===== config.mk =====
export PLATFORM = sky130hd
export DESIGN_NAME = word_display_flat
export DESIGN_NICKNAME = d
export VERILOG_FILES = /design/src/rtl/word_display_if.sv /design/src/rtl/word_display.sv /design/src/flat_wrapper.sv
export SDC_FILE = /design/constraint.sdc
export NUM_CORES = 1
export LEC_CHECK = 0
export BUFFER_PORTS_ARGS = -buffer_cell sky130_fd_sc_hd__buf_2
export CAP_MARGIN = 20
export CORE_MARGIN = 3
export CORE_UTILIZATION = 57
export CTS_CLUSTER_SIZE = 12
export DETAILED_ROUTE_END_ITERATION = 10
export GPL_TIMING_DRIVEN = 0
export PLACE_DENSITY = 0.73
export SETUP_SLACK_MARGIN = 0.4
export SKIP_CTS_REPAIR_TIMING = 1
export SYNTH_ARGS = -nofsm -noshare
export SYNTH_HDL_FRONTEND = slang
export SYNTH_SLANG_ARGS = --single-unit

===== constraint.sdc =====
create_clock -name clk -period 2.5 [get_ports clk]
set_clock_uncertainty 0.2 [all_clocks]
set_input_delay 0.25 -clock clk [delete_from_list [all_inputs] [get_ports clk]]
set_output_delay 0.25 -clock clk [all_outputs]
set_load 0.02 [all_outputs]

===== src/rtl/word_display_if.sv =====
// rtl/word_display_if.sv - word select in, segment/anode/dp drive out for the display scanner.
interface word_display_if;
  logic [1:0] Wordsel;
  logic [6:0] seg;
  logic [3:0] an;
  logic       dp;

  modport master (output Wordsel, input seg, input an, input dp);
  modport slave  (input Wordsel, output seg, output an, output dp);
endinterface


===== src/rtl/word_display.sv =====
// rtl/word_display.sv - 4-digit multiplexed 7-segment word display (PLAY/DEAD/GO/blank).
// Optional DEAD blinking is compiled in by defining WORD_DISPLAY_BLINK_EN.
module word_display #(
  parameter int REFRESH_DIV  = 100000,
  parameter int BLINK_FRAMES = 125
) (
  input  logic          clk,
  input  logic          reset,
  word_display_if.slave bus
);
  localparam int PW = (REFRESH_DIV > 2) ? $clog2(REFRESH_DIV) : 1;

  // Active-low glyphs, bit order {g,f,e,d,c,b,a}
  localparam logic [6:0] G_P     = 7'h0C;
  localparam logic [6:0] G_L     = 7'h47;
  localparam logic [6:0] G_A     = 7'h08;
  localparam logic [6:0] G_Y     = 7'h11;
  localparam logic [6:0] G_D     = 7'h21;
  localparam logic [6:0] G_E     = 7'h06;
  localparam logic [6:0] G_G     = 7'h42;
  localparam logic [6:0] G_O     = 7'h40;
  localparam logic [6:0] G_BLANK = 7'h7F;

  if (REFRESH_DIV < 2 || BLINK_FRAMES < 1) begin : g_param_check
    $error("word_display: REFRESH_DIV must be >= 2 and BLINK_FRAMES >= 1");
  end

  logic [PW-1:0] r_presc;
  logic [1:0]    r_idx;
  logic [1:0]    r_word;
  logic [6:0]    r_seg;
  logic [3:0]    r_an;

  logic          w_tick;
  logic          w_frame;
  logic [1:0]    w_idx_next;
  logic [1:0]    w_word_next;
  logic          w_dark;

  function automatic logic [6:0] glyph(input logic [1:0] word, input logic [1:0] idx);
    logic [6:0] g;
    g = G_BLANK;
    case ({word, idx})
      4'b00_00: g = G_P;
      4'b00_01: g = G_L;
      4'b00_10: g = G_A;
      4'b00_11: g = G_Y;
      4'b01_00: g = G_D;
      4'b01_01: g = G_E;
      4'b01_10: g = G_A;
      4'b01_11: g = G_D;
      4'b10_00: g = G_G;
      4'b10_01: g = G_O;
      default:  g = G_BLANK;
    endcase
    return g;
  endfunction

  assign w_tick      = (r_presc == PW'(REFRESH_DIV - 1));
  assign w_frame     = w_tick && (r_idx == 2'd3);
  assign w_idx_next  = r_idx + 2'd1;
  // Outputs at a frame boundary must reflect the word sampled on that same edge
  assign w_word_next = w_frame ? bus.Wordsel : r_word;

`ifdef WORD_DISPLAY_BLINK_EN
  localparam int FW = (BLINK_FRAMES > 1) ? $clog2(BLINK_FRAMES) : 1;

  logic [FW-1:0] r_fcnt;
  logic          r_phase_on;
  logic [FW-1:0] w_fcnt_next;
  logic          w_phase_next;

  always_comb begin
    w_fcnt_next  = r_fcnt;
    w_phase_next = r_phase_on;
    if (w_frame) begin
      if (bus.Wordsel == 2'b01 && r_word != 2'b01) begin
        w_fcnt_next  = '0;
        w_phase_next = 1'b1;
      end else if (r_fcnt == FW'(BLINK_FRAMES - 1)) begin
        w_fcnt_next  = '0;
        w_phase_next = ~r_phase_on;
      end else begin
        w_fcnt_next = r_fcnt + FW'(1);
      end
    end
  end

  always_ff @(posedge clk) begin
    if (reset) begin
      r_fcnt     <= '0;
      r_phase_on <= 1'b1;
    end else begin
      r_fcnt     <= w_fcnt_next;
      r_phase_on <= w_phase_next;
    end
  end

  assign w_dark = (w_word_next == 2'b11) || (w_word_next == 2'b01 && !w_phase_next);
`else
  assign w_dark = (w_word_next == 2'b11);
`endif

  always_ff @(posedge clk) begin
    if (reset) begin
      r_presc <= '0;
      r_idx   <= 2'd3;
      r_word  <= 2'b11;
      r_seg   <= G_BLANK;
      r_an    <= 4'b1111;
    end else begin
      r_presc <= w_tick ? '0 : r_presc + PW'(1);
      if (w_tick) begin
        r_idx  <= w_idx_next;
        r_word <= w_word_next;
        if (w_dark) begin
          r_seg <= G_BLANK;
          r_an  <= 4'b1111;
        end else begin
          r_seg <= glyph(w_word_next, w_idx_next);
          r_an  <= ~(4'b1000 >> w_idx_next);
        end
      end
    end
  end

  assign bus.seg = r_seg;
  assign bus.an  = r_an;
  assign bus.dp  = 1'b1;
endmodule


===== src/flat_wrapper.sv =====
// flat-port wrapper written by rule: the top's interface ports become plain ports
module word_display_flat 
#(
  parameter int REFRESH_DIV  = 100000,
  parameter int BLINK_FRAMES = 125
)
  (clk, reset, bus_Wordsel, bus_seg, bus_an, bus_dp);
  word_display_if bus_i ();
  input  logic clk;
  input  logic reset;
  input wire logic [$bits(bus_i.Wordsel)-1:0] bus_Wordsel;
  output wire logic [$bits(bus_i.seg)-1:0] bus_seg;
  output wire logic [$bits(bus_i.an)-1:0] bus_an;
  output wire logic [$bits(bus_i.dp)-1:0] bus_dp;
  assign bus_i.Wordsel = bus_Wordsel;
  assign bus_seg = bus_i.seg;
  assign bus_an = bus_i.an;
  assign bus_dp = bus_i.dp;
  word_display #(.REFRESH_DIV(REFRESH_DIV), .BLINK_FRAMES(BLINK_FRAMES)) u_core (.clk(clk), .reset(reset), .bus(bus_i));
endmodule

==> results of run 1 <==
## flip-flops by register name, indices dropped and copies added (netlist names)
| name | flops |
|---|---|
| u_core.r_word | 2 |
| u_core.bus.an | 4 |
| u_core.r_presc | 17 |
| u_core.r_idx | 2 |
| u_core.bus.seg | 7 |
## routing by layer
layer,global-route usage,up-vias,part of all wire
met5,0,-,0
li1,-,701,-
met3,0.0461,7,0.056
met2,0.313,36,0.44
met4,0.0809,0,0.012
met1,0.300,670,0.49
## critical path: stages, from the launching register on
cell,delay [ps]
dfxtp_1,450
and4bb_2,270
nand4_1,150
buf_6,180
or3_4,360
o32ai_2,200
a21oi_1,60
## cell families (layout without fill, tap and decap cells)
group / count (synthesis) / count (layout) / synth area share
and+or+nand+nor: 80 / 80 / 0.271
xor gates and xnor gates: 14 / 14 / 0.0778
AOI/OAI and AO/OA: 36 / 36 / 0.145
DFF: 32 / 32 / 0.407
muxes: 1 / 1 / 0.00715
other: 1 / 1 / 0.00238
adders and majority gates: 6 / 6 / 0.0477
buffers and inverters: 15 / 40 / 0.0429
## worst min path at each step
stage / slack (ps) / to / start
final: 90 / u_core.r_presc[2] / reset
after detailed placement: 250 / u_core.bus.seg[2] / u_core.bus.seg[2]
after global placement: 240 / u_core.r_presc[0] / u_core.r_presc[0]
after CTS: 80 / u_core.r_presc[2] / reset
after floorplan: 230 / u_core.r_presc[0] / u_core.r_presc[0]
after global routing: 120 / u_core.r_presc[2] / reset
## where the power goes
group	switching (mW)	total, mW	internal [mW]
Sequential	0.00534	0.518	0.513
Combinational	0.0225	0.0367	0.0143
Clock	0.178	0.315	0.138
Total	0.206	0.870	0.665
## area by class of cell
class / count / area share
plain buffers: 8 / 0.0262
clock buffers: 7 / 0.0296
repair buffers: 17 / 0.0511
flip-flops and latches: 32 / 0.351
multi-input cells: 138 / 0.503
inverters: 7 / 0.0141
clock inverters: 1 / 0.00404
well taps: 30 / 0.0202
## cells in the final DEF, fill, tap and decap left out, types with 2 or more instances in the layout
cell type,Yosys,routed
nor3_1,3,3
and3_1,6,6
clkbuf_1,3,3
dfxtp_4,0,2
xor2_1,6,6
nand3_1,12,12
inv_2,0,2
dfxtp_1,32,26
nand4_1,2,2
ha_1,6,3
or2_2,2,2
buf_2,3,15
or3_1,4,3
dfxtp_2,0,4
a21oi_1,10,10
nand2_1,15,15
buf_4,2,6
o21ai_0,11,10
and2_1,2,2
xnor2_1,8,8
clkbuf_4,0,5
a31oi_1,3,3
ha_4,0,2
nor2_1,22,22
nor4_2,0,2
inv_1,7,5
and4_1,2,2
and4bb_2,2,2
==> results.md, run 1 <==
- Worst setup margin: 520 ps
- CTS tree: built
- Reg clk slew, reported paths: roughly 100 ps
- Fillers: 206
- Vias in the first global route: 1245
- Power per Cell Area: 468 nW/um2
- Kind of critical path: register to register
- Cells after Synth: 185
- Overflow after GRT: 0
- Detailed placement HPWL: 2330 um
- Initial Utilization: 0.619
- DR vias/cell: between 5 and 6
- Total number of vias: 1414
- Post-synth EDFFs: 0
- Post-synth top flop: dfxtp_1
- Placer Congestion: 0.894
- Final wirelength: 3400 um
- End of the critical path: u_core.bus.seg[3]
- #FFs+latches synth: 32
- H-tree lvl count: 2
- WHS: 91.0 ps
- Clock Tree Root: clkbuf_4
- Global router's overall resource usage: 0.211
- Status: complete, no violations
- Final hold violation count: 0
- R2r setup slk: approximately 520 ps
- Initial antenna violation count: 0
- Cell variety after synth: 42
- Die width: a little under 60 um
- # clock sinks: 32
- P&R area growth vs syn: 18.0%
- Synth Warn #: 0
- Dpl ws: approximately 140 ps
- Synth area leaders: dfxtp_1 (41%), nor2_1 (5.2%), ha_1 (4.8%)
- Register area: 653 um2
- Share of cells above drive strength 1: 0.262
- Die area: about 3400 um2
- Clock Latency Late Sink: 330 ps
- Register area share after synthesis: 0.407
- Syn_nets: 195
- Placed Area: 1680 um2
- Critical Path Sink Type: register
- Post-Place Cells: 228
- Core area: 2540 um2
- Antenna fix cells: 0
- Design Power: 0.870 mW
- Most frequent cell after synthesis: dfxtp_1
- Reg-to-Reg End: u_core.bus.seg[3]
- Final min period: 1980 ps
- Setup TNS Final: 0 ps
- Post-synth ARST share: 0
- Leakage Power: 0.697 nW
- Chip height: 58.6 um
- Tcrit/Tclk final: 0.792
- CP Data Required Time: 2510 ps
- Syn Area/Cell: 8.51 um2
- Hold depth: 2
- DRT iter0 DRCs: 66
- Leading area contributor after synthesis: dfxtp_1
- Clk buf depth: 2
- Register-to-Register Path Depth: 6
- First-pass detailed-route iteration total: 4
- I/O Buffers: 13
- Post-route cell area: roughly 1900 um2
- DRC errors left: 0
- CP Max Fanout: 7
- Slew Viols, Final: 0
- Max-Cap Viols: 0
- Crit path DAT: ~2000 ps
- Post-DRT Antenna Nets: 0
- Fmax: 505 MHz
- Synthesized cell area: 1580 um2
- I/O Pins: 16
- TritonCTS Buffers: 5
- Worst Setup SP: u_core.r_presc[10]
- Largest net degree at the start of global routing: 11
- Row cnt: 18
- Hold Crit Class: primary input to register
- Synth top area share: 0.407
- Top cells by count, synth: dfxtp_1 (32), nor2_1 (22), nand2_1 (15), nand3_1 (12), o21ai_0 (11)
- Finish-stage setup viols: 0
- Final core occ: 0.731
- Post-route non-filler standard cell count: 240
- Worst vdd ir: 0.418 mV
- Crit start category: register
- First-pass GRT wire length: 5570 um
- Footprint of the multi-input gates: 936 um2
- Origin of the critical flop-to-flop path: u_core.r_presc[10]
- WL per Instance: 14.2 um
- Fin nets: around 220
- RSZ-0062 raised after global routing: false
Note: power is estimated with default switching activity, not from simulation.
==> run 2: changes to the inputs <==
--- a/config.mk
+++ b/config.mk
@@ -8,11 +8,11 @@
 export BUFFER_PORTS_ARGS = -buffer_cell sky130_fd_sc_hd__buf_2
 export CAP_MARGIN = 20
 export CORE_MARGIN = 3
-export CORE_UTILIZATION = 57
+export CORE_UTILIZATION = 52
 export CTS_CLUSTER_SIZE = 12
 export DETAILED_ROUTE_END_ITERATION = 10
 export GPL_TIMING_DRIVEN = 0
-export PLACE_DENSITY = 0.73
+export PLACE_DENSITY = 0.7
 export SETUP_SLACK_MARGIN = 0.4
 export SKIP_CTS_REPAIR_TIMING = 1
 export SYNTH_ARGS = -nofsm -noshare
==> constraint.sdc (replaced) <==
create_clock -name clk -period 1.8 [get_ports clk]
set_clock_uncertainty 0.2 [all_clocks]
set_input_delay 0.18 -clock clk [delete_from_list [all_inputs] [get_ports clk]]
set_output_delay 0.18 -clock clk [all_outputs]
set_load 0.02 [all_outputs]
==> run 2 against run 1 <==
Against the previous run:
- the flow now finishes with violations (negative setup slack)
- critical path depth up 1
- sequential share of layout area down 4.4 points
- sequential power up 38%
- die area up 8.6%
- cell area up 17%
- core utilization up 4.0 points
- non-clock buffer count up 15
- critical endpoint unchanged
- highest routed layer unchanged
==> results.md, run 2 (same netlist as run 1, synthesis figures left out) <==
- Hold Crit Class: primary input to register
- Most frequent cells in the layout: nor2_1 (21), dfxtp_1 (19), buf_4 (17)
- Origin of the critical flop-to-flop path: u_core.r_presc[0]
- End of the critical path: u_core.bus.seg[3]
- Switching Fraction: 0.247
- Reg clk slew, reported paths: 100 ps
- Core area: 2830 um2
- Vias in the first global route: 1251
- Clk buf depth: 2
- Sw power: between 0.2 and 0.3 mW
- Power per Cell Area: 540 nW/um2
- # clock sinks: 32
- Chip height: 61.0 um
- P&R area growth vs syn: 38.4%
- I/O Buffers: 13
- DR vias/cell: between 5 and 6
- Final hold violation count: 0
- Antenna fix cells: 0
- Crit start category: register
- First-pass GRT wire length: approximately 5800 um
- CP Max Fanout: 7
- R2r setup slk: -240 ps
- Row cnt: 19
- Worst-margin pin slew: 510 ps
- Hold depth: 5
- Slowest-stage cell, CP: dfxtp_4
- Post-route cell area: 2180 um2
- Clock Latency Late Sink: roughly 340 ps
- Register-to-Register Path Depth: 7
- Detailed placement HPWL: 2390 um
- First-pass detailed-route iteration total: 4
- Crit path DAT: 2070 ps
- CP Data Required Time: ~1800 ps
- Combinational Power Share: 0.055
- Fin nets: 234
- Placer Congestion: roughly 0.84
- Clock power share: 0.337
- Final wirelength: 4070 um
- Footprint of the multi-input gates: 1060 um2
- Total number of vias: 1495
- Register area: around 670 um2
- DRC errors left: 0
- WL per Instance: 15.9 um
- Status: finished with violations
- Share of cells above drive strength 1: 0.431
- Die width: 61.0 um
- Overflow after GRT: 0
- Kind of critical path: register to register
- Final core occ: 0.771
- RSZ-0062 raised after global routing: true
- Failing checks: negative setup slack
- CP top delay family: simple AND/OR/NAND/NOR gates
- Top reg by flops: u_core.r_presc
- Int Power: 0.887 mW
- DRT iter0 DRCs: between 90 and 100
- Final min period: just over 2000 ps
- I/O Pins: 16
- Tcrit/Tclk final: 1.13
- Post-Place Cells: ~230
- Fillers: 191
- Reg-to-Reg End: u_core.bus.seg[3]
- Finish-stage setup viols: 27
- Worst setup margin: -236 ps
- Largest net degree at the start of global routing: 11
- Most common cell after layout, fill and taps aside: nor2_1
- Seq pwr share: 0.608
- Die area: 3730 um2
- Initial Utilization: 0.557
- Dpl ws: -166 ps
- Critical Path Sink Type: register
- Clock Tree Root: clkbuf_4
- H-tree lvl count: 2
- Slew Viols, Final: 0
- Crit path depth: 7
- Leakage Power: between 0.8 and 0.9 nW
- Worst vdd ir: 0.566 mV
- Post-route non-filler standard cell count: 256
- Max transition margin: 0.660
- Max reg flops: 17
- Design Power: 1.18 mW
- Slowest stage delay, CP: between 300 and 400 ps
- Placed Area: between 1500 and 2000 um2
- Global router's overall resource usage: 0.214
- Max-Cap Viols: 0
- Initial antenna violation count: 0
- Crit-path cells: ha_4 -> and4_4 -> nand4_1 -> buf_6 -> or3_4 -> o32ai_2 -> a21oi_1
- Post-DRT Antenna Nets: 0
- Buffers & Inverters on Critical Path: 1
- Worst Setup SP: u_core.r_presc[0]
- CTS tree: built
- Fmax: 491 MHz
- TritonCTS Buffers: 5
run 2: cell type report:
class | instances | share of cell area
clock inverter | 1 | 0.00229
multi-input combinational | 138 | 0.488
sequential | 32 | 0.307
tap | 31 | 0.0178
clock buffer | 7 | 0.0207
buffer | 8 | 0.0344
inverter | 7 | 0.0149
timing repair buffer | 32 | 0.115
run 2: worst min path at each step:
stage | startpoint | end | slack, ps
CTS | reset | u_core.r_presc[2] | 7
global placement | u_core.r_presc[0] | u_core.r_presc[0] | 240
floorplan | bus_Wordsel[0] | u_core.bus.an[3] | 200
detailed placement | u_core.bus.seg[2] | u_core.bus.seg[2] | 250
global route | bus_Wordsel[0] | u_core.bus.an[3] | 70
finish | bus_Wordsel[0] | u_core.bus.an[3] | 70
run 2: tightest hold or removal path, cell delays in order:
cell and delay (ps):
buf_2 140, nand2_1 80, nand3_2 70, o21ai_1 50, nand2_1 60
run 2: layer usage:
layer,share of wire,wire length [um],track usage
met4,0.021,85,0.0836
met1,0.46,1880,0.287
met5,0,0,0
met2,0.46,1890,0.317
met3,0.052,212,0.0734
run 2: power by group through the flow:
stage | combinational, mW | clock, mW | sequential, mW
floorplan | 0.0374 | 0 | 0.735
global placement | 0.0505 | 0 | 0.736
detailed placement | 0.0514 | 0 | 0.737
CTS | 0.0517 | 0.406 | 0.720
global route | 0.0720 | 0.447 | 0.717
finish | 0.0650 | 0.397 | 0.715
run 2: metrics by stage:
stage	TNS [ps]	hold slack, ps
after detailed placement	-1710	250
after CTS	-2110	6.66
after global routing	-5600	73.4
after floorplan	-36.3	202
after global placement	-1370	239
final	-3490	73.1
==> run 3: changes to the inputs <==
--- a/config.mk
+++ b/config.mk
@@ -6,7 +6,8 @@
 export NUM_CORES = 1
 export LEC_CHECK = 0
 export BUFFER_PORTS_ARGS = -buffer_cell sky130_fd_sc_hd__buf_2
-export CAP_MARGIN = 20
+export CAP_MARGIN = 10
+export CORE_ASPECT_RATIO = 0.7
 export CORE_MARGIN = 3
 export CORE_UTILIZATION = 52
 export CTS_CLUSTER_SIZE = 12
==> run 3 against run 2 <==
Against the previous run:
- the flow still finishes with violations (negative setup slack)
- first-iteration DRC count increased by 42%
- clock power increased by 57%
- critical endpoint is now u_core.bus.seg[0]
- clock-buffer cell count unchanged
- sequential share of layout area decreased by 2.3 points
- via count increased by 4.8%
- critical path depth decreased by 1
- highest routed layer unchanged
- maximum frequency increased by 0.39%
- core utilization increased by 5.9 points
- cell count increased by 4.7%
- die area increased by 0.28%
==> results.md, run 3 (same netlist as run 1, synthesis figures left out) <==
- Status: finished with violations
- Failing checks: negative setup slack
- Seq pwr share: 0.506
- Crit path DAT: between 1500 and 2000 ps
- Final wirelength: between 4000 and 5000 um
- Worst vdd ir: between 0.6 and 0.7 mV
- Register area: between 600 and 700 um2
- Max reg flops: 17
- Fin nets: about 240
- Leakage Power: 0.899 nW
- Reg clk slew, reported paths: about 60 ps
- Share of cells above drive strength 1: 0.466
- P&R area growth vs syn: 49.8%
- R2r setup slk: -230 ps
- Register-to-Register Path Depth: 6
- Most common cell after layout, fill and taps aside: nor2_1
- Fillers: 153
- Initial antenna violation count: 0
- Post-route non-filler standard cell count: 268
- Footprint of the multi-input gates: 1100 um2
- Finish-stage setup viols: 12
- Slew Viols, Final: 0
- Crit start category: register
- Final min period: ~2000 ps
- Critical Path Sink Type: register
- Top reg by flops: u_core.r_presc
- Overflow after GRT: 0
- Total number of vias: 1567
- WL per Instance: 17.5 um
- Tcrit/Tclk final: 1.13
- RSZ-0062 raised after global routing: true
- CP Max Fanout: 3
- # clock sinks: 32
- Antenna fix cells: 0
- Dpl ws: -191 ps
- Worst-margin pin slew: ~520 ps
- Max-Cap Viols: 0
- Clock Latency Late Sink: 280 ps
- I/O Buffers: 13
- Power per Cell Area: 599 nW/um2
- Most frequent cells in the layout: nor2_1 (21), buf_4 (19), dfxtp_1 (18)
- DR vias/cell: 5.85
- Final hold violation count: 0
- Final core occ: 0.830
- DRC errors left: 0
- WHS: 83.0 ps
- H-tree lvl count: 2
- First-pass GRT wire length: between 6000 and 7000 um
- Post-Place Cells: between 200 and 250
- Clock power share: 0.440
- Clock Tree Root: clkbuf_8
- Row cnt: 16
- Core area: 2840 um2
- Placer Congestion: 0.873
- Int Power: 1.10 mW
- CTS tree: built
- Largest net degree at the start of global routing: 11
- Worst Hold Path EP: u_core.r_presc[2]
- Post-DRT Antenna Nets: 0
- Reg-to-Reg End: u_core.bus.seg[0]
- Max transition margin: 0.655
- Hold Crit Class: primary input to register
- Combinational Power Share: 0.054
- Detailed placement HPWL: 2620 um
- Origin of the critical flop-to-flop path: u_core.r_presc[0]
- DRT iter0 DRCs: 129
- Fmax: between 400 and 500 MHz
- Global router's overall resource usage: 0.210
- Chip height: roughly 52 um
- Sw power: 0.319 mW
- Die width: 71.8 um
- Vias in the first global route: between 1000 and 1500
- TritonCTS Buffers: 5
- Initial Utilization: 0.554
- Die area: ~3700 um2
- Min-Delay Startpoint: reset
- Switching Fraction: 0.225
- I/O Pins: 16
- CP Data Required Time: 1750 ps
- First-pass detailed-route iteration total: 4
- Clk buf depth: 2
- Hold depth: 2
- Worst setup margin: -228 ps
- Design Power: 1.41 mW
- Kind of critical path: register to register
-- run 3: critical path: stages (launching register included) --
cell	delay, ps
dfxtp_4	360
ha_4	160
and4_1	160
and4_4	210
a221oi_1	470
or2_2	220
o221ai_1	130
-- run 3: power by group through the flow --
stage / Clock [mW] / Sequential, mW / Combinational (mW)
3_3_place_gp: 0 / 0.736 / 0.0510
6_report: 0.622 / 0.716 / 0.0765
2_1_floorplan: 0 / 0.735 / 0.0374
3_5_place_dp: 0 / 0.737 / 0.0531
4_1_cts: 0.631 / 0.720 / 0.0535
5_1_grt: 0.659 / 0.716 / 0.0803
-- run 3: worst max-delay path by stage --
stage          slack (ps)  depth (start not counted)               start           endpoint
2_1_floorplan         -30                          6     u_core.r_idx[0]  u_core.bus.seg[3]
3_3_place_gp         -160                          6  u_core.r_presc[13]  u_core.bus.seg[1]
3_5_place_dp         -190                          6  u_core.r_presc[13]  u_core.bus.seg[3]
4_1_cts              -210                          6  u_core.r_presc[13]  u_core.bus.seg[3]
5_1_grt              -310                          6   u_core.r_presc[0]  u_core.bus.seg[0]
6_report             -230                          6   u_core.r_presc[0]  u_core.bus.seg[0]
-- run 3: layer usage --
layer  track usage  vias up  part of all wire
met5             0        -                 0
met4        0.0563        0             0.015
met3        0.0560        9             0.063
met2         0.314       55              0.45
met1         0.296      746              0.47
li1              -      757                 -
-- run 3: through the flow --
| stage | TNS (ps) | instance area [um2] |
|---|---|---|
| finish | -1360 | 2360 |
| global route | -2410 | 2360 |
| CTS | -2310 | 1910 |
| detailed placement | -1860 | 1810 |
| global placement | -1400 | 1810 |
| floorplan | -36.3 | 1700 |
-- run 3: cell type report --
cell class | instances | share of cell area
inverter | 7 | 0.0138
clock buffer | 7 | 0.0414
tap | 36 | 0.0191
clock inverter | 1 | 0.00212
multi-input combinational | 139 | 0.467
timing repair buffer | 38 | 0.136
buffer | 8 | 0.0366
sequential | 32 | 0.284
